[config.mk]
export PLATFORM = sky130hd
export DESIGN_NAME = muldiv_seq
export DESIGN_NICKNAME = d
export VERILOG_FILES = /design/src/rtl/muldiv_seq.sv
export SDC_FILE = /design/constraint.sdc
export NUM_CORES = 1
export LEC_CHECK = 0
export BUFFER_PORTS_ARGS = -buffer_cell sky130_fd_sc_hd__buf_2
export CAP_MARGIN = 20
export CORE_ASPECT_RATIO = 1.25
export CORE_MARGIN = 2
export CORE_UTILIZATION = 60
export CTS_BUF_LIST = sky130_fd_sc_hd__clkbuf_8
export DETAILED_ROUTE_END_ITERATION = 7
export GPL_TIMING_DRIVEN = 0
export PLACE_DENSITY_LB_ADDON = 0.08
export SLEW_MARGIN = 20
export SYNTH_ARGS = -nofsm -noshare
export SYNTH_HDL_FRONTEND = slang
export SYNTH_SLANG_ARGS = --single-unit
export TNS_END_PERCENT = 20
[constraint.sdc]
create_clock -name clk -period 3.8 [get_ports clk]
set_input_delay 0.76 -clock clk [delete_from_list [all_inputs] [get_ports clk]]
set_output_delay 0.76 -clock clk [all_outputs]
set_load 0.02 [all_outputs]
[src/rtl/muldiv_seq.sv]
// muldiv_seq: iterative 32-bit multiply/divide unit owning the HI/LO registers.
// One bit per cycle (shift-add / restoring divide), then one fix-up cycle for signs.
module muldiv_seq #(
    parameter int WIDTH = 32,
    parameter int CNT_W = 5
) (
    input  logic             clk,
    input  logic             reset,
    input  logic [2:0]       muldivOP,
    input  logic             muldivWE,
    input  logic [WIDTH-1:0] rs_val,
    input  logic [WIDTH-1:0] rt_val,
    output logic             busy,
    output logic             done,
    output logic [WIDTH-1:0] hi,
    output logic [WIDTH-1:0] lo
);
    typedef enum logic [1:0] {IDLE, CALC, FIX} state_t;
    state_t state, state_nxt;
    logic [CNT_W-1:0] cnt;
    logic is_div, sq, sr, div0;
    logic [WIDTH-1:0] acc, low, opd, rs_raw, rs_abs, rt_abs;
    logic [WIDTH:0] add_sum, rem_sh, rem_sub;
    logic [2*WIDTH-1:0] prod;
    logic start, sgn;
    assign start   = state == IDLE && muldivWE && !muldivOP[2];
    assign sgn     = !muldivOP[0];
    assign rs_abs  = sgn && rs_val[WIDTH-1] ? -rs_val : rs_val;
    assign rt_abs  = sgn && rt_val[WIDTH-1] ? -rt_val : rt_val;
    assign add_sum = {1'b0, acc} + (low[0] ? {1'b0, opd} : '0);
    assign rem_sh  = {acc, low[WIDTH-1]};
    assign rem_sub = rem_sh - {1'b0, opd};
    assign prod    = sq ? -{acc, low} : {acc, low};
    always_comb begin
        state_nxt = state;
        state_nxt = state == IDLE ? (start ? CALC : IDLE) :
                    state == CALC ? (cnt == CNT_W'(WIDTH - 1) ? FIX : CALC) : IDLE;
    end
    always_ff @(posedge clk or negedge reset)
        if (!reset) state <= IDLE;
        else state <= state_nxt;
    always_ff @(posedge clk or negedge reset) begin
        if (!reset) begin
            cnt <= '0;
            is_div <= 1'b0;
            sq <= 1'b0;
            sr <= 1'b0;
            div0 <= 1'b0;
            acc <= '0;
            low <= '0;
            opd <= '0;
            rs_raw <= '0;
            busy <= 1'b0;
            done <= 1'b0;
            hi <= '0;
            lo <= '0;
        end else begin
            done <= state == FIX;
            case (state)
                IDLE: begin
                    if (start) begin
                        acc <= '0;
                        low <= rs_abs;
                        opd <= rt_abs;
                        is_div <= muldivOP[1];
                        sq <= sgn & (rs_val[WIDTH-1] ^ rt_val[WIDTH-1]);
                        sr <= sgn & rs_val[WIDTH-1];
                        div0 <= rt_val == '0;
                        rs_raw <= rs_val;
                        cnt <= '0;
                        busy <= 1'b1;
                    end else if (muldivWE && muldivOP == 3'b100) hi <= rs_val;
                    else if (muldivWE && muldivOP == 3'b101) lo <= rs_val;
                end
                CALC: begin
                    cnt <= cnt + 1'b1;
                    // restoring step keeps the old remainder when the trial subtract borrows
                    if (is_div) begin
                        acc <= rem_sub[WIDTH] ? rem_sh[WIDTH-1:0] : rem_sub[WIDTH-1:0];
                        low <= {low[WIDTH-2:0], ~rem_sub[WIDTH]};
                    end else {acc, low} <= {add_sum, low[WIDTH-1:1]};
                end
                default: begin
                    busy <= 1'b0;
                    if (is_div) begin
                        lo <= div0 ? '1 : (sq ? -low : low);
                        hi <= div0 ? rs_raw : (sr ? -acc : acc);
                    end else {hi, lo} <= prod;
                end
            endcase
        end
    end
endmodule
==> results of run 1 <==
stage by stage:
step,cells,TNS (ns)
CTS,2657,0
finish,2655,0
floorplan,2108,0
global route,2655,-0.228
global placement,2588,-313.99
detailed placement,2590,-3.38
power by group through the flow:
stage / Clock [mW] / Combinational [mW] / Sequential (mW)
2_1_floorplan: 0 / 8.70 / 4.35
3_3_place_gp: 0 / 12.1 / 4.24
3_5_place_dp: 0 / 12.4 / 4.27
4_1_cts: 2.26 / 12.6 / 4.25
5_1_grt: 2.35 / 14.1 / 4.38
6_report: 2.27 / 13.0 / 4.30
metal layers:
metal  vias up  part of all wire [%]
met5         -                     0
met2      1036                    49
met4         0                   8.2
met1      8095                    35
met3       329                   8.4
li1       7907                     -
cell usage in the layout (no fill, tap or decap), types with 30 or more instances in the layout:
cell      count
nand2_1     335
o21ai_0     244
dfrtp_1     204
clkbuf_1    140
buf_2       131
nor2_1      128
a21oi_1     112
xnor2_1      96
xor2_1       86
ha_1         70
inv_1        65
mux2i_1      60
clkbuf_8     49
o211ai_1     37
nand3_1      36
o22ai_1      35
nor3_1       33
a21o_1       30
a22oi_1      30
cells by family (layout without fill, tap and decap cells):
group                    count (synthesis)  in the layout  share of synthesized area [%]
XOR/XNOR                               183            183                           9.71
multiplexers                            64             64                           3.89
flip-flops                             205            205                           30.9
AO/OA/AOI/OAI                          657            657                           24.7
AND/OR/NAND/NOR                        713            713                           20.3
buffers and inverters                  214            411                           4.95
adder cells (fa/ha/maj)                 72             72                           5.53
worst max-delay path, delay by kind of cell (launching register included):
family | cells | cell delay (ns)
buffers and inverters | 2 | 0.52
flip-flops | 1 | 0.48
adder cells (fa/ha/maj) | 2 | 0.72
AO/OA/AOI/OAI | 5 | 1.29
AND/OR/NAND/NOR | 3 | 0.37
XOR/XNOR | 1 | 0.28
final cells by class:
class	count	area [µm²]	area share [%]
Timing Repair Buffer	135	738	3.97
Buffer	154	602	3.23
Clock buffer	49	674	3.62
Clock inverter	15	101	0.545
Multi-Input combinational cell	1689	10700	57.5
Tap cell	350	438	2.35
Sequential cell	205	5130	27.6
Inverter	58	218	1.17
sequential cells by signal, indices dropped and copies added (netlist names), 2 cells and up:
register,cells
hi,32
state,2
acc,32
low,32
cnt,5
rs_raw,32
opd,32
lo,32
worst min-delay path by stage:
stage               startpoint          to  slack, ns  cells after the start
CTS                      reset      low[4]       0.07                      1
global route             reset      lo[10]       0.08                      1
finish                   reset      low[5]       0.06                      1
floorplan           rs_raw[30]  rs_raw[30]       0.44                      2
detailed placement  rs_raw[19]  rs_raw[19]       0.46                      2
global placement    rs_raw[10]  rs_raw[10]       0.45                      2
timing repair:
action	4_1_cts	5_1_grt
gates resized for setup	8	15
setup buffers	3	0
endpoints found under the setup margin	30	34
==> flow_summary.toml, run 1 <==
[floorplan]
initial_core_util_pct = 60.5
core_um2 = 27400
io_pins = 136
die_h_um = 190
die-width_um = 153
die_area_um2 = 29000
rows = 68

[power_and_ir_drop]
power_frac_seq_pct = 22.0
ir_drop_uv = 698
p_clk_share_pct = 11.6
comb_power_share_pct = 66.4
p_per_area_nw_per_um2 = 1050
power.total_mw = 19.6
swShare_pct = 52.1
p_sw_mw = 10.2
p_int_mw = 9.37
power_leakage_nw = 8.09

[worst_setup_path]
r2r.worst_path.cells = 13
crit_type = "reg -> reg"
cp.arrival_ns = 4.23
reg2reg_to = "acc[3]"
crit_path_end_kind = "flip-flop"
start_kind = "flip-flop"
crit_path_frequent_cell = "nor2_1"
cp_max_fo = 10
crit_chain = "inv_1 > ha_1 > fa_1 > nand2b_1 > a21o_1 > a211o_1 > a21oi_1 > nor2_1 > o21ai_1 > xor2_4 > buf_4 > nor2_1 > o31a_1"
max_stage_delay_ns = 0.48
cp-startpoint = "low[31]"
cp.required_ns = 4.26
worst_path_max_delay_cell = "dfrtp_1"
worst-r2r-setup-slack_ns = 0.03
reg2reg_from = "low[31]"
crit_path_end = "acc[3]"

[timing]
min_period_ns = 3.77
report.final.slew_viol_count = 0
rsz0062_at_grt = "yes"
fin_ws_ns = 0.0268
slew_headroom_pct = 23.0
hold_viol = 0
max_freq_mhz = 265
worst_pin_slew_ns = 1.16
fin_crit_sh_pct = 99.3
holdWs_ns = 0.0643
clock_skew_ns = 0.0375
setup_violations = 0

[placement]
io_buffers = 130
dp_hpwl_mm = 47.2
dp_slack_ns = -0.245
dpl_cell_area_um2 = 17700
gp_congestion = 1.01

[cells_and_area]
fill_cells = 2301
fin_util_pct = 67.9
fin_nets = 2422
fin_area_um2 = 18600
drive_gt1_share_pct = 11.0
syn_to_final_growth_pct = 12.3
n_antenna_cell = 0

[global_routing]
antenna_found_initial = 0
grt_pass1_vias = 17300
grt_max_degree = 92
grt_pass1_wl_mm = 94.5
grt_util_met2_pct = 73.4
busiest_layer = "met2"
overflow = 0
grtUsageMet1_pct = 45.4
grt_use_total_pct = 41.7
use_met3_pct = 6.97

[routing]
dr.first_iter.drc_count = 1822
avgViaCountPerCell = 6.54
wire_per_inst_um = 23.3
drc = 0
via_count = 17400
postRouteAntennaNets = 0
routed_wl_mm = 61.8
dr.pass1.iters = 8

[synthesis]
synth_warnings = 0
ys_types = 82
syn-mean-instance-area_um2 = 7.86
ys_ff_latch = 205
synth_area_leader_cell = "dfrtp_1"
ys.flop_type = "dfrtp_1"
syn_nets = 2250
synth_cells = 2108
synth_most_common_cell = "nand2_1"
syn_area_um2 = 16600
synth_edf_count = 0
synthTopCellsByArea = "dfrtp_1 31%, nand2_1 7.6%, o21ai_0 7.4%, ha_1 5.3%, xnor2_1 5.1%"
synth_top_area_share_pct = 30.9
ys_seq_area_share_pct = 30.9
synth_top_cells_by_count = "335 x nand2_1, 246 x o21ai_0, 205 x dfrtp_1, 145 x clkbuf_1, 128 x nor2_1"
async_reset_ff_share_pct = 100

[min_path]
hp-class = "in -> async"

[cts]
cts_tree = "yes"
clk_pin_slew_ns = 0.07
clockRootBuffer = "clkbuf_8"
clkLatencyLatePin_ns = 0.59
cts_buffers = 37
clockBufferDepth = 3
cts_num_sinks = 205
hold_buffers = 0
htreeDepth = 2

[run]
cap_violations = 0

[outcome]
status = "completed"
(Power assumes the default switching activity.)
==> inputs of run 2 (changes only) <==
--- a/config.mk
+++ b/config.mk
@@ -14,6 +14,8 @@
 export DETAILED_ROUTE_END_ITERATION = 7
 export GPL_TIMING_DRIVEN = 0
 export PLACE_DENSITY_LB_ADDON = 0.08
+export SETUP_SLACK_MARGIN = 0.15
+export SKIP_CTS_REPAIR_TIMING = 1
 export SLEW_MARGIN = 20
 export SYNTH_ARGS = -nofsm -noshare
 export SYNTH_HDL_FRONTEND = slang
==> run 2 against run 1 <==
Against the previous run:
- routed wire length is 0.32% higher
- cell area is 0.30% higher
- maximum frequency is 3.9% higher
- global-route usage hardly changed
- register-to-register slack better by 0.14 ns
- sequential share of layout area is 0.075 points lower
- sequential cell count stayed put
- non-clock buffer count is 3 higher
- power is 0.73% higher
- die area stayed put
==> flow_summary.toml, run 2 (same netlist as run 1, synthesis figures left out) <==
[outcome]
status = "completed"

[routing]
postRouteAntennaNets = 0
via_count = 17400
dr.first_iter.drc_count = 1728
routed_wl_mm = 62.0
wire_per_inst_um = 23.3
dr.pass1.iters = 7
drc = 0
avgViaCountPerCell = 6.55

[timing]
max_freq_mhz = 275
rsz0062_at_grt = "yes"
setup_violations = 0
worst_pin_slew_ns = 1.20
fin_crit_sh_pct = 95.6
hold_viol = 0
min_period_ns = 3.63
clock_skew_ns = 0.0332
report.final.slew_viol_count = 0
slew_headroom_pct = 20.0

[floorplan]
io_pins = 136
initial_core_util_pct = 60.5
core_um2 = 27400
die-width_um = 153
die_h_um = 190
rows = 68
die_area_um2 = 29000

[global_routing]
grt_pass1_wl_mm = 94.5
overflow = 0
grt_max_degree = 92
antenna_found_initial = 0
grt_pass1_vias = 17300
grt_use_total_pct = 41.7

[worst_setup_path]
cp_max_fo = 7
worst_path_max_delay_cell = "or4_4"
cp.required_ns = 4.25
crit_path_end_kind = "flip-flop"
worst-r2r-setup-slack_ns = 0.17
max_stage_delay_ns = 0.59
start_kind = "flip-flop"
reg2reg_from = "low[18]"
reg2reg_to = "hi[25]"
r2r.worst_path.cells = 10
crit_chain = "clkbuf_2 > or4_4 > nor4_4 > nand4_2 > nor2_1 > nand3_1 > o21ai_0 > xnor2_1 > o211ai_1 > nand3_1"
crit_path_frequent_cell = "nand3_1"
crit_type = "reg -> reg"
cp.arrival_ns = 4.09

[power_and_ir_drop]
power_leakage_nw = 8.12
ir_drop_uv = 709
p_sw_mw = 10.3
comb_power_share_pct = 66.6
p_clk_share_pct = 11.5
power.total_mw = 19.7
power_frac_seq_pct = 21.8
swShare_pct = 52.1
p_per_area_nw_per_um2 = 1060
p_int_mw = 9.45

[cells_and_area]
finalNonFillerCells = 2658
drive_gt1_share_pct = 11.6
final_cell_mix = "335 x nand2_1, 242 x o21ai_0, 203 x dfrtp_1"
n_antenna_cell = 0
fill_cells = 2301
syn_to_final_growth_pct = 12.6
fin_nets = 2425
final_common_cell = "nand2_1"

[cts]
clockBufferDepth = 3
clkLatencyLatePin_ns = 0.59
cts_num_sinks = 205
clk_pin_slew_ns = 0.06
cts_buffers = 37
cts_tree = "yes"
clockRootBuffer = "clkbuf_8"
htreeDepth = 2

[placement]
dp_hpwl_mm = 47.2
io_buffers = 130
gp_congestion = 1.01
placed_cells = 2590

[run]
cap_violations = 0

[min_path]
hp-class = "in -> async"
[run 2: cell count changes in the layout (fill, tap and decap cells not counted), sizes merged]
| cell | previous run | this run |
|---|---|---|
| buf | 144 | 145 |
| clkbuf | 194 | 196 |
[run 2: worst max-delay path by stage]
stage | startpoint | to | cells past startpoint
4_1_cts | low[31] | acc[27] | 13
3_5_place_dp | low[31] | acc[27] | 13
6_report | low[18] | hi[25] | 10
3_3_place_gp | reset | acc[28] | 1
5_1_grt | low[31] | acc[0] | 13
2_1_floorplan | low[0] | acc[24] | 13
[run 2: final cells by class]
class                      count  area [µm²]  area share, %
sequential                   205        5130           27.5
tap                          350         438           2.35
buffer                       156         634           3.40
inverter                      58         218           1.17
clock inverter                15         101          0.543
multi-input combinational   1689       10700           57.4
clock buffer                  49         674           3.61
timing repair buffer         136         746           3.99
[run 2: worst max-delay path: cells and delay by family (launching register included)]
| kind | cells | cell delay [ns] |
|---|---|---|
| AO/OA/AOI/OAI | 2 | 0.67 |
| XOR/XNOR | 1 | 0.15 |
| buffers and inverters | 1 | 0.18 |
| flip-flops | 1 | 0.38 |
| AND/OR/NAND/NOR | 6 | 2.13 |
[run 2: layer usage]
metal	track usage (%)	up-vias	share of wire, %
li1	-	7919	-
met1	45.5	8154	35
met2	73.4	1000	49
met3	6.86	328	7.9
met4	29.9	0	8.1
met5	0	-	0
[run 2: metrics by stage]
step           utilization, %  setup TNS, ns  hold WS [ns]  worst slack [ns]  instance area (µm²)
2_1_floorplan               -              0         0.440             0.662                16600
3_3_place_gp             64.5        -313.99         0.453             -1.54                17700
3_5_place_dp             64.7          -3.38         0.462            -0.245                17700
4_1_cts                  67.5          -3.73        0.0688            -0.274                18500
5_1_grt                  68.1              0        0.0775             0.115                18700
6_report                 68.1              0        0.0589             0.168                18700
[run 2: power groups by stage]
stage	Sequential, mW	Clock (mW)	Combinational [mW]
floorplan	4.35	0	8.70
global placement	4.24	0	12.1
detailed placement	4.27	0	12.4
CTS	4.25	2.26	12.5
global route	4.38	2.35	14.3
finish	4.31	2.28	13.1
